`config.mk`:
```
export PLATFORM = sky130hd
export DESIGN_NAME = parking_occupancy_ctrl
export DESIGN_NICKNAME = d
export VERILOG_FILES = /design/src/rtl/parking_pkg.sv /design/src/rtl/sensor_debouncer.sv /design/src/rtl/parking_occupancy_ctrl.sv
export SDC_FILE = /design/constraint.sdc
export NUM_CORES = 1
export LEC_CHECK = 0
export BUFFER_PORTS_ARGS = -buffer_cell sky130_fd_sc_hd__buf_2
export CORE_UTILIZATION = 60
export CTS_CLUSTER_SIZE = 16
export DETAILED_ROUTE_END_ITERATION = 10
export PLACE_DENSITY = 0.84
export SYNTH_ARGS = -nofsm -noshare
export SYNTH_HDL_FRONTEND = slang
export SYNTH_SLANG_ARGS = --single-unit
```
`constraint.sdc`:
```
create_clock -name clk -period 5.05 [get_ports clk]
set_clock_uncertainty 0.2 [all_clocks]
set_input_delay 0.2525 -clock clk [delete_from_list [all_inputs] [get_ports clk]]
set_output_delay 0.2525 -clock clk [all_outputs]
set_load 0.02 [all_outputs]
```
`src/rtl/parking_pkg.sv`:
```
// Shared types and BCD helpers for the parking occupancy controller.
package parking_pkg;

    typedef enum logic [2:0] {
        IDLE,
        ENT_A,
        ENT_AB,
        ENT_B,
        EXT_B,
        EXT_AB,
        EXT_A
    } occ_state_t;

    typedef logic [3:0] bcd_t;

    typedef struct packed {
        bcd_t tens;
        bcd_t ones;
    } bcd_count_t;

    // Callers guarantee the count is below 99, so tens never overflows.
    function automatic bcd_count_t bcd_inc(input bcd_count_t c);
        bcd_count_t r;
        r = c;
        if (c.ones == 4'd9) begin
            r.ones = 4'd0;
            r.tens = c.tens + 4'd1;
        end else begin
            r.ones = c.ones + 4'd1;
        end
        return r;
    endfunction

    // Callers guarantee the count is nonzero, so tens never underflows.
    function automatic bcd_count_t bcd_dec(input bcd_count_t c);
        bcd_count_t r;
        r = c;
        if (c.ones == 4'd0) begin
            r.ones = 4'd9;
            r.tens = c.tens - 4'd1;
        end else begin
            r.ones = c.ones - 4'd1;
        end
        return r;
    endfunction

endpackage

```
`src/rtl/sensor_debouncer.sv`:
```
// Two-flop synchronizer for one beam sensor, followed by a stable-count filter
// when DEBOUNCE_EN is defined (otherwise the synchronized level passes through).
module sensor_debouncer #(
    parameter int unsigned DEBOUNCE_CYCLES = 1_000_000
) (
    input  logic clk,
    input  logic rst,
    input  logic raw,
    output logic level
);

    logic [1:0] sync_q;

    always_ff @(posedge clk) begin
        if (rst) begin
            sync_q <= 2'b00;
        end else begin
            sync_q <= {sync_q[0], raw};
        end
    end

`ifdef DEBOUNCE_EN
    localparam int unsigned CNT_W = $clog2(DEBOUNCE_CYCLES + 1);
    localparam logic [CNT_W-1:0] CNT_LAST = CNT_W'(DEBOUNCE_CYCLES - 1);

    logic [CNT_W-1:0] stable_cnt;

    // Counts consecutive cycles the input disagrees with the filtered level.
    always_ff @(posedge clk) begin
        if (rst) begin
            level      <= 1'b0;
            stable_cnt <= '0;
        end else if (sync_q[1] == level) begin
            stable_cnt <= '0;
        end else if (stable_cnt == CNT_LAST) begin
            level      <= sync_q[1];
            stable_cnt <= '0;
        end else begin
            stable_cnt <= stable_cnt + 1'b1;
        end
    end
`else
    assign level = sync_q[1];
`endif

endmodule

```
`src/rtl/parking_occupancy_ctrl.sv`:
```
// Beam-sensor entry/exit sequencer with a clamped two-digit BCD occupancy count.
// Optional sensor debouncing is built when DEBOUNCE_EN is defined.
module parking_occupancy_ctrl
    import parking_pkg::*;
#(
    parameter int unsigned CAPACITY        = 20,
    parameter int unsigned TIMEOUT_CYCLES  = 200_000_000,
    parameter int unsigned DEBOUNCE_CYCLES = 1_000_000
) (
    input  logic       clk,
    input  logic       rst,
    input  logic       sensor_a,
    input  logic       sensor_b,
    output logic [3:0] tens_digit,
    output logic [3:0] ones_digit,
    output logic       full,
    output logic       empty,
    output logic       entry_pulse,
    output logic       exit_pulse,
    output logic       reject_pulse,
    output logic       error_pulse
);

    localparam int unsigned TO_W = (TIMEOUT_CYCLES > 1) ? $clog2(TIMEOUT_CYCLES) : 1;
    localparam logic [TO_W-1:0] TO_LAST = TO_W'(TIMEOUT_CYCLES - 1);
    localparam bcd_count_t CAP_COUNT = {4'(CAPACITY / 10), 4'(CAPACITY % 10)};

    logic a, b;

    sensor_debouncer #(.DEBOUNCE_CYCLES(DEBOUNCE_CYCLES)) u_deb_a (
        .clk(clk), .rst(rst), .raw(sensor_a), .level(a)
    );

    sensor_debouncer #(.DEBOUNCE_CYCLES(DEBOUNCE_CYCLES)) u_deb_b (
        .clk(clk), .rst(rst), .raw(sensor_b), .level(b)
    );

    // state is the observable FSM state for debug and checkers.
    occ_state_t      state, state_next;
    logic [TO_W-1:0] to_cnt;
    logic            entry_done, exit_done, timeout;

    always_ff @(posedge clk) begin
        if (rst) begin
            state  <= IDLE;
            to_cnt <= '0;
        end else begin
            state <= state_next;
            if (state == IDLE || state_next != state) begin
                to_cnt <= '0;
            end else begin
                to_cnt <= to_cnt + 1'b1;
            end
        end
    end

    always_comb begin
        state_next = state;
        entry_done = 1'b0;
        exit_done  = 1'b0;
        timeout    = 1'b0;
        case (state)
            IDLE:   if (a && !b) state_next = ENT_A;
                    else if (!a && b) state_next = EXT_B;
            ENT_A:  if (a && b) state_next = ENT_AB;
                    else if (!a && !b) state_next = IDLE;
            ENT_AB: if (!a && b) state_next = ENT_B;
                    else if (a && !b) state_next = ENT_A;
                    else if (!a && !b) state_next = IDLE;
            ENT_B:  if (!a && !b) begin
                        state_next = IDLE;
                        entry_done = 1'b1;
                    end else if (a && b) state_next = ENT_AB;
            EXT_B:  if (a && b) state_next = EXT_AB;
                    else if (!a && !b) state_next = IDLE;
            EXT_AB: if (a && !b) state_next = EXT_A;
                    else if (!a && b) state_next = EXT_B;
                    else if (!a && !b) state_next = IDLE;
            EXT_A:  if (!a && !b) begin
                        state_next = IDLE;
                        exit_done  = 1'b1;
                    end else if (a && b) state_next = EXT_AB;
            default: state_next = IDLE;
        endcase
        // A stalled sequence aborts regardless of what the sensors show now.
        if (state != IDLE && to_cnt == TO_LAST) begin
            state_next = IDLE;
            entry_done = 1'b0;
            exit_done  = 1'b0;
            timeout    = 1'b1;
        end
    end

    bcd_count_t count_q, count_d;
    logic       entry_d, exit_d, reject_d, error_d;

    always_comb begin
        count_d  = count_q;
        entry_d  = 1'b0;
        exit_d   = 1'b0;
        reject_d = 1'b0;
        error_d  = 1'b0;
        if (entry_done) begin
            if (count_q != CAP_COUNT) begin
                count_d = bcd_inc(count_q);
                entry_d = 1'b1;
            end else begin
                reject_d = 1'b1;
            end
        end else if (exit_done) begin
            if (count_q != '0) begin
                count_d = bcd_dec(count_q);
                exit_d  = 1'b1;
            end else begin
                error_d = 1'b1;
            end
        end else if (timeout) begin
            error_d = 1'b1;
        end
    end

    always_ff @(posedge clk) begin
        if (rst) begin
            count_q      <= '0;
            full         <= 1'b0;
            empty        <= 1'b1;
            entry_pulse  <= 1'b0;
            exit_pulse   <= 1'b0;
            reject_pulse <= 1'b0;
            error_pulse  <= 1'b0;
        end else begin
            count_q      <= count_d;
            full         <= (count_d == CAP_COUNT);
            empty        <= (count_d == '0);
            entry_pulse  <= entry_d;
            exit_pulse   <= exit_d;
            reject_pulse <= reject_d;
            error_pulse  <= error_d;
        end
    end

    assign tens_digit = count_q.tens;
    assign ones_digit = count_q.ones;

endmodule

```
==> summary.txt, run 1 <==
Clocking
  • Cts bufs inserted: 5
  • Setup repair bufs after CTS: 0
  • Clock latency on the worst-skew pair: 0.30 ns
  • Bufs on Longest Clock Path: 2
  • # clock sinks: just under 50
  • H-tree levels: 2
  • Clock root cell: clkbuf_8
  • Reg clk slew, reported paths: 0.10 ns
  • CTS tree: done

Die
  • Initial core utilization: between 60 and 70%
  • Row count: 23
  • Core region area: 0.00409 sq mm
  • Die Footprint: 0.00463 sq mm
  • Die width: 68.1 microns
  • Die Y: 68.1 microns
  • I/O pins: 18

STA
  • Final Setup Violations: 0
  • Setup TNS: 0 ns
  • Max Freq: 345 MHz
  • Final period util: 57.5%
  • Final Hold Fails: 0
  • Pin slew with the least headroom to its limit: 0.713 ns
  • Slew Viols, Final: 0
  • RSZ-0062 raised after global routing: no
  • Min cycle time layout: ~2.9 ns
  • Headroom to the max-slew limit: 52.4%

Critical path
  • Setup CP Type: reg -> reg
  • Register-to-Register Setup Slack: between 2 and 2.5 ns
  • RR Endpoint: empty
  • CP arrival: about 2.9 ns
  • Register-to-Register Path Depth: 6
  • Worst setup path end: empty
  • Setup crit start kind: flip-flop
  • CP max FO: 13
  • Required @ worst endpoint: 5.03 ns
  • Critical Path Sink Type: flip-flop
  • Reg-to-Reg Start: state[1]
  • Crit. Startpoint: state[1]

Layout
  • Layout cells sized above 1: 13.1%
  • Fin util: 69.1%
  • ANT cells: 0
  • # nets final: ~330
  • Area Growth Syn to Fin: 7.89%

Pwr
  • Peak supply drop: 0.300 mV
  • Leakage: 0.000976 uW
  • Pwr Density: about 240 mW/mm^2

GRT
  • Largest net degree at the start of global routing: 29
  • Remaining Overflow, GRT: 0
  • Initial antenna violation count: 0
  • Gr usage total: 25.8%
  • Vias in the first global route: between 1500 and 2000
  • First-pass GRT wire length: 8950 microns

Logic synthesis
  • Post-synth EDFFs: 0
  • Yosys warnings: 0
  • Yosys reg bits: 49
  • Ys async rst share: 0%
  • Syn_nets: ~310
  • Synth top area share: 37.5%
  • Avg Inst Size Synth: around 8.6 sq um
  • Synth area leader: dfxtp_1
  • Seq/Total Area, Yosys: between 30 and 40%
  • Synth cell types: between 60 and 70
  • Commonest cells post-synth: nor2_1 (56), dfxtp_1 (49), nand2_1 (18), xnor2_1 (18), nand3_1 (13)
  • Most common cell in the netlist: nor2_1
  • Synth Flop Type: dfxtp_1
  • Ranking of synthesized cells by area: dfxtp_1 (37%), nor2_1 (8.0%), xnor2_1 (6.0%)
  • Cell count after synthesis: between 300 and 400
  • Area of the mapped netlist: roughly 0.0026 sq mm

Route
  • Length of the first detailed-routing pass in iterations: 4
  • Final wirelength: 5580 microns
  • DRC: 0
  • Antenna Nets Post-Route: 0
  • Initial DRC Count: 197
  • Vias per inst: 6.07
  • Vias: ~2200
  • DR WL/cell: 15.1 microns

Job
  • # Max-Cap Violations: 0

Outcome
  • Status: completed

Place
  • Post-DP HPWL: 3980 microns
  • PortBufs: 17
  • Global placement routability congestion: 0.960

Worst hold path
  • HP Class: in -> reg
-- flip-flops by register name (all words and copies together), names as in the netlist --
signal / flops
empty: 1
exit_pulse: 1
state: 3
entry_pulse: 1
error_pulse: 1
tens_digit: 4
u_deb_a.sync_q: 2
full: 1
reject_pulse: 1
to_cnt: 28
u_deb_b.sync_q: 2
ones_digit: 4
-- kinds of logic after synthesis --
kind of cell	synth area share [%]
DFF	37.5
AOI/OAI and AO/OA	15.2
and+or+nand+nor	31.7
xor gates and xnor gates	9.70
buffers and inverters	3.54
adders and majority gates	2.39
-- how the worst min path moves through the flow --
stage	from	end	slack, ns	cells past startpoint
global placement	u_deb_a.sync_q[0]	u_deb_a.sync_q[1]	0.22	1
floorplan	rst	u_deb_b.sync_q[1]	0.12	1
finish	rst	ones_digit[1]	0.08	2
detailed placement	to_cnt[0]	to_cnt[0]	0.25	1
CTS	rst	ones_digit[1]	0.07	2
global route	rst	ones_digit[1]	0.08	2
-- critical path, cell delays in order, from the launching register on --
cell and delay [ns]:
dfxtp_1 0.60, or3_1 0.24, and4_1 0.41, nand3_1 0.35, and3_1 0.31, o32ai_1 0.53, o41ai_2 0.14
-- final cells by class --
cell class	instances	area (sq um)
multi-input cells	233	1540
clock buffers	5	68.8
repair buffers	19	105
inverters	11	41.3
clock inverters	3	21.3
fillers	344	1260
flip-flops and latches	49	981
well taps	50	62.6
-- cells in the final DEF, fill, tap and decap left out, types with 2 or more instances in the layout --
master / count
nand2b_1: 3
dfxtp_1: 49
and4_1: 2
dlygate4sd3_1: 2
nor2b_1: 4
a21boi_1: 2
o211ai_1: 3
a221oi_1: 2
nor4b_1: 2
o32ai_1: 3
ha_1: 5
nand3_1: 13
o21ai_0: 6
nor4_2: 2
nor3_1: 7
nor2_1: 56
nand2_1: 18
and3_1: 7
xor2_1: 11
xnor2_1: 18
a21oi_1: 7
nor4_1: 5
inv_1: 11
and2_1: 3
o31ai_1: 2
nor4bb_1: 2
nand4_1: 9
nor4_4: 2
buf_2: 17
or3_1: 4
a22o_1: 2
o2111ai_1: 2
clkbuf_8: 5
or3b_2: 2
-- per-stage QoR --
step           instances  hold WS [ns]  setup slack, ns  total power (uW)  cell area [sq um]
6_report             370        0.0817             2.15               681               2820
5_1_grt              370        0.0755             2.03               704               2820
2_1_floorplan        305         0.124             2.69               441               2620
3_3_place_gp         360         0.217             2.33               451               2710
3_5_place_dp         360         0.251             2.27               451               2710
4_1_cts              370        0.0723             2.23               687               2820
-- power by group --
part	switching (uW)	internal (uW)
Sequential	8.14	391
Clock	138	98.5
Combinational	25.9	18.9
Total	172	509
-- routing by layer --
metal  vias up  GRT usage (%)  wire [microns]
li1       1118              -               -
met1      1041           36.9            2680
met2        77           39.2            2470
met3        11           5.00             346
met4         0           6.77              82
met5         -              0               0
-- what timing repair did --
action | 4_1_cts | 5_1_grt
hold endpoints to repair | 2 | 0
hold buffers | 2 | 0
resized for setup | 0 | 0
Power figures use the tool's default switching activity.
==> inputs of run 2 (changes only) <==
CORE_UTILIZATION = 54   (was 60)
PLACE_DENSITY = 0.8   (was 0.84)
clock period = 2.4 ns   (was 5.05 ns; I/O delays follow)
==> run 2 against run 1 <==
Effect of this change:
- the run now ends with negative setup slack left
- setup slack got worse by 2.2 ns
- cell area rose by 14%
- global-route usage up 0.45 points
- register-to-register slack got worse by 2.2 ns
- largest power group unchanged
==> summary.txt, run 2 (synthesis results as in run 1) <==
Route
  • Length of the first detailed-routing pass in iterations: 6 (was 4)
  • Final wirelength: 6570 microns (was 5580 microns)
  • DR WL/cell: 16.2 microns (was 15.1 microns)
  • Vias per inst: 6.12 (was 6.07)
  • Initial DRC Count: 303 (was 197)
  • DRC: 0 (unchanged)
  • Antenna Nets Post-Route: 0 (unchanged)
  • Vias: 2478 (was 2247)

Pwr
  • Tot Pwr: 1470 uW (was 681 uW)
  • Leakage: 0.00118 uW (was 0.000976 uW)
  • Clock power frac: 34.2% (was 34.8%)
  • Pwr Density: 456 mW/mm^2 (was 241 mW/mm^2)
  • Internal power: 1090 uW (was 509 uW)
  • Psw: 380 uW (was 172 uW)
  • Peak supply drop: 0.476 mV (was 0.300 mV)
  • Comb pwr share: 9.1% (was 6.6%)
  • Reg power frac: 56.7% (was 58.7%)
  • Sw Share: 25.8% (was 25.3%)

GRT
  • Largest net degree at the start of global routing: 29 (unchanged)
  • Remaining Overflow, GRT: 0 (unchanged)
  • Initial antenna violation count: 0 (unchanged)
  • Gr usage total: 26.2% (was 25.8%)
  • First-pass GRT wire length: 10600 microns (was 8950 microns)
  • Vias in the first global route: 2278 (was 1948)

Critical path
  • Critical Path Sink Type: flip-flop (unchanged)
  • Setup crit start kind: flip-flop (unchanged)
  • Required @ worst endpoint: 2.43 ns (was 5.03 ns)
  • CP max FO: 5 (was 13)
  • CP arrival: 2.44 ns (was 2.88 ns)
  • Setup CP Type: reg -> reg (unchanged)

Outcome
  • Status: finished, violations left (was completed)
  • Failing checks: negative setup slack

Clocking
  • Clock latency on the worst-skew pair: 0.32 ns (was 0.30 ns)
  • Reg clk slew, reported paths: 0.10 ns (about the same)
  • H-tree levels: 2 (unchanged)
  • CTS tree: done (unchanged)
  • Clock root cell: clkbuf_8 (unchanged)
  • Cts bufs inserted: 5 (unchanged)
  • Bufs on Longest Clock Path: 2 (unchanged)
  • # clock sinks: 49 (unchanged)

Layout
  • ANT cells: 0 (unchanged)
  • Finished layout cell area: 0.00322 sq mm (was 0.00282 sq mm)
  • Max reg flops: 28 (unchanged)
  • Layout cells sized above 1: 27.2% (was 13.1%)
  • Most common cell after layout, fill and taps aside: nor2_1 (unchanged)
  • Fin util: 71.6% (was 69.1%)
  • Biggest register: to_cnt (unchanged)
  • Area Growth Syn to Fin: 23.1% (was 7.89%)
  • Most frequent cells in the layout: nor2_1 (55), dfxtp_1 (45), buf_4 (28), nand2_1 (18) (was nor2_1 (56), dfxtp_1 (49), nand2_1 (18), xnor2_1 (18), buf_2 (17))
  • # nets final: 361 (was 328)

STA
  • Max Freq: 416 MHz (was 345 MHz)
  • Post-route setup slack: -0.00646 ns (was 2.15 ns)
  • Headroom to the max-slew limit: 66.3% (was 52.4%)
  • Final Setup Violations: 1 (was 0)
  • Pin slew with the least headroom to its limit: 0.503 ns (was 0.713 ns)
  • Min cycle time layout: 2.41 ns (was 2.90 ns)
  • Setup TNS: -0.00646 ns (was 0 ns)
  • Slew Viols, Final: 0 (unchanged)
  • RSZ-0062 raised after global routing: yes (was no)
  • Final period util: 100% (was 57.5%)
  • Final Hold Fails: 0 (unchanged)

Job
  • # Max-Cap Violations: 0 (unchanged)

Die
  • Die Y: 71.6 microns (was 68.1 microns)
  • Die width: 71.6 microns (was 68.1 microns)
  • Core region area: 0.00450 sq mm (was 0.00409 sq mm)
  • I/O pins: 18 (unchanged)
  • Initial core utilization: 58.1% (was 64.1%)
  • Row count: 24 (was 23)
  • Die Footprint: 0.00513 sq mm (was 0.00463 sq mm)

Place
  • Global placement routability congestion: 0.915 (was 0.960)
  • Post-place setup slack: -0.0121 ns (was 2.27 ns)
  • Post-DP Area: 0.00294 sq mm (was 0.00271 sq mm)
  • PortBufs: 17 (unchanged)
  • Post-DP HPWL: 4360 microns (was 3980 microns)

Worst hold path
  • HP Class: reg -> reg (was in -> reg)
## run 2: power by group through the flow
stage	Clock, uW	Combinational [uW]	Sequential, uW
2_1_floorplan	0	68.6	858
3_3_place_gp	0	114	851
3_5_place_dp	0	115	851
4_1_cts	512	125	833
5_1_grt	541	144	836
6_report	503	134	834
## run 2: path summary, 6_finish.rpt
check,endpoint,start,cells past startpoint,slack (ns)
max,empty,ones_digit[1],6,-0.006
min,u_deb_a.sync_q[1],u_deb_a.sync_q[0],1,0.24
max reg2reg,empty,ones_digit[1],6,-0.006
min reg2reg,u_deb_a.sync_q[1],u_deb_a.sync_q[0],1,0.24
## run 2: what timing repair did
item	4_1_cts	5_1_grt
setup buffers	0	2
hold buffers	5	0
setup endpoints to repair	2	31
pin swaps	1	10
endpoints found under the hold margin	11	0
gates cloned	0	0
gates resized for setup	6	23
## run 2: per-stage QoR
stage / hold WS [ns] / instances
5_1_grt: 0.276 / 405
3_5_place_dp: 0.150 / 390
4_1_cts: 0.249 / 403
6_report: 0.237 / 405
2_1_floorplan: -0.00839 / 305
3_3_place_gp: 0.143 / 390
## run 2: worst max-delay path, stage by stage (launching register included)
cell	delay (ns)
dfxtp_2	0.35
or4_4	0.60
nor4_4	0.39
a2bb2oi_2	0.22
xnor2_2	0.16
o2111ai_2	0.18
o41ai_2	0.21
## run 2: cell type report
| class | count | area (sq um) |
|---|---|---|
| flip-flops and latches | 49 | 986 |
| well taps | 52 | 65.1 |
| fillers | 332 | 1280 |
| clock buffers | 5 | 68.8 |
| repair buffers | 52 | 377 |
| inverters | 11 | 41.3 |
| multi-input cells | 233 | 1660 |
| clock inverters | 3 | 22.5 |
## run 2: routing by layer
layer	vias up	share of wire [%]	track usage, %
li1	1186	-	-
met1	1141	43	34.0
met2	115	48	42.0
met3	36	5.6	4.08
met4	0	3.9	14.4
met5	-	0	0
==> inputs of run 3 (changes only) <==
CELL_PAD_IN_SITES_DETAIL_PLACEMENT = 0   (was unset)
CELL_PAD_IN_SITES_GLOBAL_PLACEMENT = 1   (was unset)
CORE_UTILIZATION = 49   (was 54)
PLACE_DENSITY = 0.89   (was 0.8)
clock period = 2.85 ns   (was 2.4 ns; I/O delays follow)
==> run 3 against run 2 <==
Effect of this change:
- the flow now finishes without violations
- routed wire length is 13% lower
- combinational power is 27% lower
- critical path type unchanged
- critical path depth grew 1
- sequential power decreased by 16%
- worst hold slack better by 0.043 ns
- die area is 9.9% higher
==> summary.txt, run 3 (synthesis results as in run 1) <==
Route
  • Vias: 2258 (was 2478)
  • Length of the first detailed-routing pass in iterations: 4 (was 6)
  • DR WL/cell: 14.0 microns (was 16.2 microns)
  • Antenna Nets Post-Route: 0 (unchanged)
  • DRC: 0 (unchanged)
  • Final wirelength: 5690 microns (was 6570 microns)
  • Initial DRC Count: 107 (was 303)
  • Vias per inst: 5.56 (was 6.12)

Die
  • Die Footprint: 0.00564 sq mm (was 0.00513 sq mm)
  • I/O pins: 18 (unchanged)
  • Die Y: 75.1 microns (was 71.6 microns)
  • Row count: 26 (was 24)
  • Initial core utilization: 50.9% (was 58.1%)
  • Die width: 75.1 microns (was 71.6 microns)
  • Core region area: 0.00514 sq mm (was 0.00450 sq mm)

Clocking
  • H-tree levels: 2 (unchanged)
  • Bufs on Longest Clock Path: 2 (unchanged)
  • CTS tree: done (unchanged)
  • Reg clk slew, reported paths: 0.10 ns (about the same)
  • Cts bufs inserted: 5 (unchanged)
  • Clock latency on the worst-skew pair: 0.31 ns (was 0.32 ns)
  • Clock root cell: clkbuf_8 (unchanged)
  • # clock sinks: 49 (unchanged)
  • Setup repair bufs after CTS: 0 (unchanged)

Layout
  • Biggest register: to_cnt (unchanged)
  • Multi-input logic area: 0.00154 sq mm (was 0.00166 sq mm)
  • Register Area: 981 sq um (was 986 sq um)
  • Layout cells sized above 1: 16.4% (was 27.2%)
  • ANT cells: 0 (unchanged)
  • # nets final: 344 (was 361)
  • Fillers: 510 (was 332)
  • Max reg flops: 28 (unchanged)
  • Most common cell after layout, fill and taps aside: nor2_1 (unchanged)
  • Area Growth Syn to Fin: 13.9% (was 23.1%)
  • Most frequent cells in the layout: nor2_1 (56), dfxtp_1 (49), nand2_1 (18), xnor2_1 (18), buf_2 (17) (was nor2_1 (55), dfxtp_1 (45), buf_4 (28), nand2_1 (18))

STA
  • Final Hold Fails: 0 (unchanged)
  • RSZ-0062 raised after global routing: no (was yes)
  • Final period util: 89.2% (was 100%)
  • Final Setup Violations: 0 (was 1)
  • Min cycle time layout: 2.54 ns (was 2.41 ns)
  • Headroom to the max-slew limit: 64.2% (was 66.3%)
  • Pin slew with the least headroom to its limit: 0.530 ns (was 0.503 ns)
  • Setup TNS: 0 ns (was -0.00646 ns)
  • Slew Viols, Final: 0 (unchanged)
  • Post-route setup slack: 0.306 ns (was -0.00646 ns)
  • Max Freq: 393 MHz (was 416 MHz)

Pwr
  • Psw: 316 uW (was 380 uW)
  • Comb pwr share: 8.0% (was 9.1%)
  • Reg power frac: 56.9% (was 56.7%)
  • Clock power frac: 35.1% (was 34.2%)
  • Internal power: 914 uW (was 1090 uW)
  • Peak supply drop: 0.318 mV (was 0.476 mV)
  • Pwr Density: 413 mW/mm^2 (was 456 mW/mm^2)
  • Sw Share: 25.7% (was 25.8%)
  • Tot Pwr: 1230 uW (was 1470 uW)
  • Leakage: 0.00106 uW (was 0.00118 uW)

GRT
  • First-pass GRT wire length: 9550 microns (was 10600 microns)
  • Vias in the first global route: 2056 (was 2278)
  • Initial antenna violation count: 0 (unchanged)
  • Remaining Overflow, GRT: 0 (unchanged)
  • Largest net degree at the start of global routing: 29 (unchanged)
  • Gr usage total: 22.3% (was 26.2%)

Place
  • Post-DP HPWL: 4140 microns (was 4360 microns)
  • PortBufs: 17 (unchanged)
  • Post-place setup slack: 0.373 ns (was -0.0121 ns)
  • Global placement routability congestion: 0.932 (was 0.915)

Critical path
  • CP arrival: 2.56 ns (was 2.44 ns)
  • CP max FO: 9 (was 5)
  • Setup crit start kind: flip-flop (unchanged)
  • Required @ worst endpoint: 2.87 ns (was 2.43 ns)
  • Critical Path Sink Type: flip-flop (unchanged)
  • Setup CP Type: reg -> reg (unchanged)

Job
  • # Max-Cap Violations: 0 (unchanged)

Worst hold path
  • HP Class: reg -> reg (unchanged)

Outcome
  • Status: completed (was finished, violations left)
[run 3: cell count changes in the layout (fill, tap and decap cells not counted), sizes merged]
cell / delta
buf: -17
clkinv: -3
clkinvlp: +2
inv: +1
[run 3: per-stage QoR]
stage | cell area, sq um | std cells | utilization [%] | hold slack, ns
after floorplan | 2620 | 305 | - | 0.0141
after global placement | 2840 | 393 | 55.2 | 0.150
after detailed placement | 2840 | 393 | 55.2 | 0.159
after CTS | 2980 | 406 | 58.0 | 0.282
after global routing | 2980 | 406 | 58.0 | 0.303
final | 2980 | 406 | 58.0 | 0.280
[run 3: critical path, stage by stage, from the launching register on]
cell and delay [ns]:
dfxtp_1 0.39, ha_1 0.21, nand3_1 0.23, nor4_4 0.52, a21boi_0 0.18, o21bai_1 0.24
o2111ai_1 0.19, nor4_1 0.29
[run 3: per-layer routing]
metal | vias up | wire [microns] | track usage [%]
met5 | - | 0 | 0
met4 | 0 | 44 | 5.24
met3 | 5 | 264 | 4.15
met2 | 56 | 2430 | 34.1
met1 | 1044 | 2950 | 32.3
li1 | 1153 | - | -
[run 3: final timing paths]
kind / from / slack, ns / end / depth (start not counted)
worst min register to register: to_cnt[0] / 0.28 / to_cnt[0] / 1
worst min-delay path: to_cnt[0] / 0.28 / to_cnt[0] / 1
worst max register to register: to_cnt[0] / 0.31 / full / 7
worst max-delay path: to_cnt[0] / 0.31 / full / 7
[run 3: repair_timing]
| item | CTS | global route |
|---|---|---|
| hold buffers | 5 | 0 |
| endpoints found under the hold margin | 11 | 0 |
| resized for setup | 0 | 0 |
[run 3: power groups by stage]
stage                     sequential [uW]  combinational (uW)  clock, uW
after floorplan                       723                57.7          0
after global placement                716                91.4          0
after CTS                             700                98.1        444
after global routing                  702                 109        471
after detailed placement              716                92.2          0
final                                 700                98.2        432
[run 3: cell type report]
type,count,share of cell area [%]
sequential,49,32.9
clock buffer,5,2.31
clock inverter,3,0.881
multi-input combinational,233,51.8
inverter,11,1.38
tap,70,2.94
timing repair buffer,35,7.81
